--- src/rtl/xor_pair_eval_sched_pkg.sv ---
// ============================================================================
// Package  : xor_pair_pkg
// Desc     : Operand layout shared by the xor-pair scheduler and its evaluator.
// Revision : 1.0 - initial release
// ============================================================================
`default_nettype none

package xor_pair_pkg;

    localparam int OPW   = 4;
    localparam int A_BIT = 0;
    localparam int B_BIT = 1;
    localparam int C_BIT = 2;
    localparam int D_BIT = 3;

    typedef logic [OPW-1:0] operand_t;

endpackage : xor_pair_pkg

`default_nettype wire

--- src/rtl/xor_pair_eval_sched_eval.sv ---
// ============================================================================
// Module   : xor_pair_eval
// Desc     : Combinational evaluator f = (a ^ b) & (c ^ d) on one operand.
// Revision : 1.0 - initial release
// ============================================================================
`default_nettype none

module xor_pair_eval
    import xor_pair_pkg::*;
(
    input  operand_t operand,
    output logic     f
);

    assign f = (operand[A_BIT] ^ operand[B_BIT]) & (operand[C_BIT] ^ operand[D_BIT]);

endmodule : xor_pair_eval

`default_nettype wire

--- src/rtl/xor_pair_eval_sched.sv ---
// ============================================================================
// Module   : xor_pair_eval_sched
// Desc     : Round-robin scheduler sharing one xor-pair evaluator, registered result.
// Revision : 1.0 - initial release
// ============================================================================
`default_nettype none

module xor_pair_eval_sched
    import xor_pair_pkg::*;
#(
    parameter  int NUM_REQ = 4,
    parameter  int CNT_W   = 16,
    localparam int ID_W    = $clog2(NUM_REQ)
) (
    input  logic                   clk,
    input  logic                   rst_n,
    input  logic                   en,
    input  logic [NUM_REQ-1:0]     req_valid,
    input  logic [OPW*NUM_REQ-1:0] req_data,
    output logic [NUM_REQ-1:0]     req_ready,
    output logic                   rsp_valid,
    input  logic                   rsp_ready,
    output logic [ID_W-1:0]        rsp_id,
    output logic                   rsp_result,
    output logic [CNT_W-1:0]       eval_cnt
);

    logic             rsp_valid_q,  rsp_valid_d;
    logic [ID_W-1:0]  rsp_id_q,     rsp_id_d;
    logic             rsp_result_q, rsp_result_d;
    logic [ID_W-1:0]  rr_ptr_q,     rr_ptr_d;
    logic [CNT_W-1:0] eval_cnt_q,   eval_cnt_d;

    logic             out_free;
    logic             found;
    logic             grant;
    logic [ID_W-1:0]  winner;
    operand_t         ops [NUM_REQ];
    operand_t         sel_op;
    logic             sel_f;

    generate
        for (genvar gi = 0; gi < NUM_REQ; gi++) begin : g_unpack
            assign ops[gi] = req_data[gi*OPW +: OPW];
        end
    endgenerate

    // A fresh result may land whenever the register is empty or is being drained this cycle.
    assign out_free = ~rsp_valid_q | rsp_ready;

    always_comb begin
        found  = 1'b0;
        winner = '0;
        for (int k = 0; k < NUM_REQ; k++) begin
            if (!found && req_valid[(int'(rr_ptr_q) + k) % NUM_REQ]) begin
                found  = 1'b1;
                winner = ID_W'((int'(rr_ptr_q) + k) % NUM_REQ);
            end
        end
    end

    assign grant = en & out_free & found;

    always_comb begin
        req_ready = '0;
        if (grant) begin
            req_ready[winner] = 1'b1;
        end
    end

    assign sel_op = ops[winner];

    xor_pair_eval u_eval (
        .operand (sel_op),
        .f       (sel_f)
    );

    always_comb begin
        rsp_valid_d  = rsp_valid_q;
        rsp_id_d     = rsp_id_q;
        rsp_result_d = rsp_result_q;
        rr_ptr_d     = rr_ptr_q;
        eval_cnt_d   = eval_cnt_q;
        if (grant) begin
            rsp_valid_d  = 1'b1;
            rsp_id_d     = winner;
            rsp_result_d = sel_f;
            rr_ptr_d     = (winner == ID_W'(NUM_REQ - 1)) ? '0 : winner + ID_W'(1);
            eval_cnt_d   = eval_cnt_q + CNT_W'(1);
        end else if (rsp_valid_q && rsp_ready) begin
            rsp_valid_d  = 1'b0;
        end
    end

    always_ff @(posedge clk or negedge rst_n) begin
        if (!rst_n) begin
            rsp_valid_q  <= 1'b0;
            rsp_id_q     <= '0;
            rsp_result_q <= 1'b0;
            rr_ptr_q     <= '0;
            eval_cnt_q   <= '0;
        end else begin
            rsp_valid_q  <= rsp_valid_d;
            rsp_id_q     <= rsp_id_d;
            rsp_result_q <= rsp_result_d;
            rr_ptr_q     <= rr_ptr_d;
            eval_cnt_q   <= eval_cnt_d;
        end
    end

    assign rsp_valid  = rsp_valid_q;
    assign rsp_id     = rsp_id_q;
    assign rsp_result = rsp_result_q;
    assign eval_cnt   = eval_cnt_q;

endmodule : xor_pair_eval_sched

`default_nettype wire

--- config.mk ---
export PLATFORM = sky130hd
export DESIGN_NAME = xor_pair_eval_sched
export DESIGN_NICKNAME = d
export VERILOG_FILES = /design/src/rtl/xor_pair_eval_sched_pkg.sv /design/src/rtl/xor_pair_eval_sched_eval.sv /design/src/rtl/xor_pair_eval_sched.sv
export SDC_FILE = /design/constraint.sdc
export NUM_CORES = 1
export LEC_CHECK = 0
export ABC_AREA = 0
export BUFFER_PORTS_ARGS = -buffer_cell sky130_fd_sc_hd__buf_2
export CORE_ASPECT_RATIO = 1.75
export CORE_MARGIN = 1
export CORE_UTILIZATION = 40
export DETAILED_ROUTE_END_ITERATION = 8
export PLACE_DENSITY = 0.74
export SLEW_MARGIN = 10
export SYNTH_ARGS = -nofsm -noshare
export SYNTH_HDL_FRONTEND = slang
export SYNTH_SLANG_ARGS = --single-unit
export TNS_END_PERCENT = 5
--- constraint.sdc ---
create_clock -name clk -period 2.1 [get_ports clk]
set_input_delay 0.42 -clock clk [delete_from_list [all_inputs] [get_ports clk]]
set_output_delay 0.42 -clock clk [all_outputs]
set_load 0.02 [all_outputs]
==> summary.md <==
| Metric | Value |
|---|---|
| Hold violation count in the final report | `0` |
| HPWL after DPL | `1940 µm` |
| Final Max Tran Viols | `0` |
| Clock Path Buffers | `2` |
| Setup CP Type | `flop to primary output` |
| Power share of the combinational group | `40.4%` |
| Multi-input gate area | `673 µm²` |
| Syn nets | `146` |
| Clk Latency, worst-skew pair | `250 ps` |
| Slew @ Worst Pin | `476 ps` |
| Die X-Extent | `44.1 µm` |
| Peak Freq | `roughly 480 MHz` |
| Minimum clock period | `about 2100 ps` |
| Sequential share of power | `40.7%` |
| Min-Delay Path Class | `input port to asynchronous set/reset pin` |
| WP data required | `1680 ps` |
| Final-report setup violation count | `0` |
| Mean Syn Cell Area | `10.6 µm²` |
| Initial Utilization | `42.4%` |
| VDD IR max | `0.554 mV` |
| Initial antenna violation count | `0` |
| Critical Path AT | `1670 ps` |
| GR Overflow Total | `0` |
| First-pass detailed-route iteration total | `6` |
| Row cnt | `26` |
| Layout cells sized above 1 | `47.7%` |
| Setup TNS Final | `0 ps` |
| First-pass GRT wire length | `4290 µm` |
| Clk_skew | `1.30 ps` |
| Routed WL | `approximately 2600 µm` |
| CTS tree | `done` |
| Synth unique cells | `31` |
| Port Buffers | `47` |
| Synthesized area | `1240 µm²` |
| Largest net degree at the start of global routing | `23` |
| CTS H-tree lvls | `1` |
| Number of diodes | `0` |
| WL/cell | `12.9 µm` |
| Worst setup SP type | `flop` |
| DRC violations left | `3` |
| Net Sw Power | `~0.56 mW` |
| Sw Ratio | `36.0%` |
| Number of global-route vias before repair | `1,028` |
| Area delta synth->final | `35.2%` |
| Final Non-Filler Cells | `~200` |
| Failing checks | `design-rule violations` |
| P_leak | `0.851 nW` |
| DRT antenna net count | `0` |
| Worst Setup Slack, final | `6.69 ps` |
| CTS sink cnt | `22` |
| Pwr per Cell Area | `922 nW/µm²` |
| Top Ports | `48` |
| Max-Cap Viols | `0` |
| Synth warn | `0` |
| Number of fill cells | `between 200 and 300` |
| Die Ht | `75.7 µm` |
| Seq. cell area | `552 µm²` |
| Tcrit/Tclk final | `99.7%` |
| Internal | `0.990 mW` |
| Initial DRC Count | `20` |
| Relative slew slack | `68.3%` |
| Post-synthesis sequential area ratio | `44.4%` |
| Placer Congestion | `0.755` |
| Hold WS | `115 ps` |
| Pre-CTS WS | `42.8 ps` |
| Total die area | `roughly 3300 µm²` |
| GRT Total Usage | `17.0%` |
| Endpoint class of the critical path | `primary output` |
| DP Cell Count | `193` |
| Cells after synthesis | `117` |
| Synth Register Bits | `22` |
| Via density | `5.10` |
| Clock network power share | `18.9%` |
| Worst-path clk slew | `70 ps` |
| Outcome | `complete, but fails checks` |
| Vias | `1,031` |
| RSZ-0062 raised after global routing | `yes` |
| Clock Root Buffer | `clkbuf_8` |
| Critical path peak fanout | `6` |
| Post-layout nets | `slightly above 200` |
| Tot Pwr | `between 1.5 and 2 mW` |
| Number of buffers created by CTS | `3` |
| Placeable core region | `2930 µm²` |
repair_timing:
| action | 4_1_cts | 5_1_grt |
|---|---|---|
| pin swaps | 6 | 4 |
| hold buffers | 0 | 0 |
| gates resized for setup | 18 | 5 |
| setup endpoints to repair | 4 | 4 |
| setup buffers | 4 | 1 |
power by group through the flow:
stage / clock [mW] / combinational, mW / sequential, mW
detailed placement: 0 / 0.521 / 0.630
global route: 0.325 / 0.679 / 0.650
floorplan: 0 / 0.248 / 0.705
global placement: 0 / 0.502 / 0.625
CTS: 0.304 / 0.603 / 0.624
finish: 0.292 / 0.625 / 0.630
flip-flops by register name, summed over array words and instances, names as in the netlist:
name / count
rsp_valid: 1
rr_ptr_q: 2
rsp_result: 1
rsp_id: 2
eval_cnt: 16
final timing paths:
path / cells past startpoint / from / slack [ps] / to
min in group clk: 2 / rsp_ready / 380 / rsp_valid
max in group asynchronous: 1 / rst_n / 1640 / rr_ptr_q[1]
hold / removal: 1 / rst_n / 120 / eval_cnt[9]
setup reg to reg: 5 / rr_ptr_q[1] / 470 / rr_ptr_q[1]
setup / recovery: 7 / rr_ptr_q[1] / 7 / req_ready[1]
hold reg to reg: 1 / eval_cnt[15] / 470 / eval_cnt[15]
placed cells by master (no fill, tap or decap), types with 4 or more instances in the layout:
| cell type | count |
|---|---|
| and2_4 | 4 |
| buf_2 | 43 |
| buf_4 | 9 |
| buf_6 | 4 |
| clkbuf_8 | 4 |
| dfrtp_1 | 21 |
| inv_1 | 8 |
| nand2_1 | 6 |
| nand4_1 | 4 |
| nor2_1 | 9 |
| xnor2_1 | 19 |
| xor2_1 | 4 |
synth_stat cells, drive strengths merged:
master	count	area (µm²)
nand2	8	35.0
clkbuf	1	5.00
nor3	2	15.0
dfrtp	22	551
o21a	1	7.51
and3	3	18.8
nand3	2	10.0
o221ai	1	8.76
nor2	9	33.8
nor2b	1	6.26
mux2	3	33.8
o41ai	1	16.3
o21ai	3	15.0
nand2b	2	12.5
xnor2	19	166
mux2i	3	30.0
and2	4	25.0
inv	9	33.8
o2bb2a	1	10.0
nand4	5	46.3
ha	5	62.6
buf	2	18.8
xor2	4	35.0
a21oi	4	23.8
and4	2	20.0
critical path, cell delays in order (launching register included):
cell and delay [ps]:
dfrtp_2 460, nand2b_1 170, a21oi_2 150, nor3_2 60
buf_4 140, ha_1 190, and2_4 140, buf_6 120
per-layer routing:
| metal | vias to the layer above | track usage [%] | wire (µm) |
|---|---|---|---|
| li1 | 503 | - | - |
| met5 | - | 0 | 0 |
| met3 | 2 | 2.61 | 113 |
| met1 | 492 | 18.7 | 917 |
| met2 | 34 | 32.7 | 1560 |
| met4 | 0 | 5.05 | 17 |
cell families after synthesis:
family | share of synthesized area, %
mux | 5.15
buf+inv | 4.64
simple gates | 18.0
xor+xnor | 16.2
flops | 44.4
compound gates | 6.56
fa+ha+maj | 5.05
per-stage QoR:
stage | util (%) | instance area, µm²
after CTS | 56.7 | 1660
after detailed placement | 51.8 | 1520
after global placement | 51.8 | 1520
after floorplan | - | 1240
after global routing | 57.3 | 1680
final | 57.3 | 1680
final cells by class:
cell class | count | share of cell area (%)
Multi-Input combinational cell | 83 | 40.1
Timing Repair Buffer | 56 | 19.6
Clock buffer | 4 | 3.28
Sequential cell | 22 | 32.9
Inverter | 9 | 2.01
Tap cell | 28 | 2.09
No activity file was read; power rests on OpenSTA's default activity.
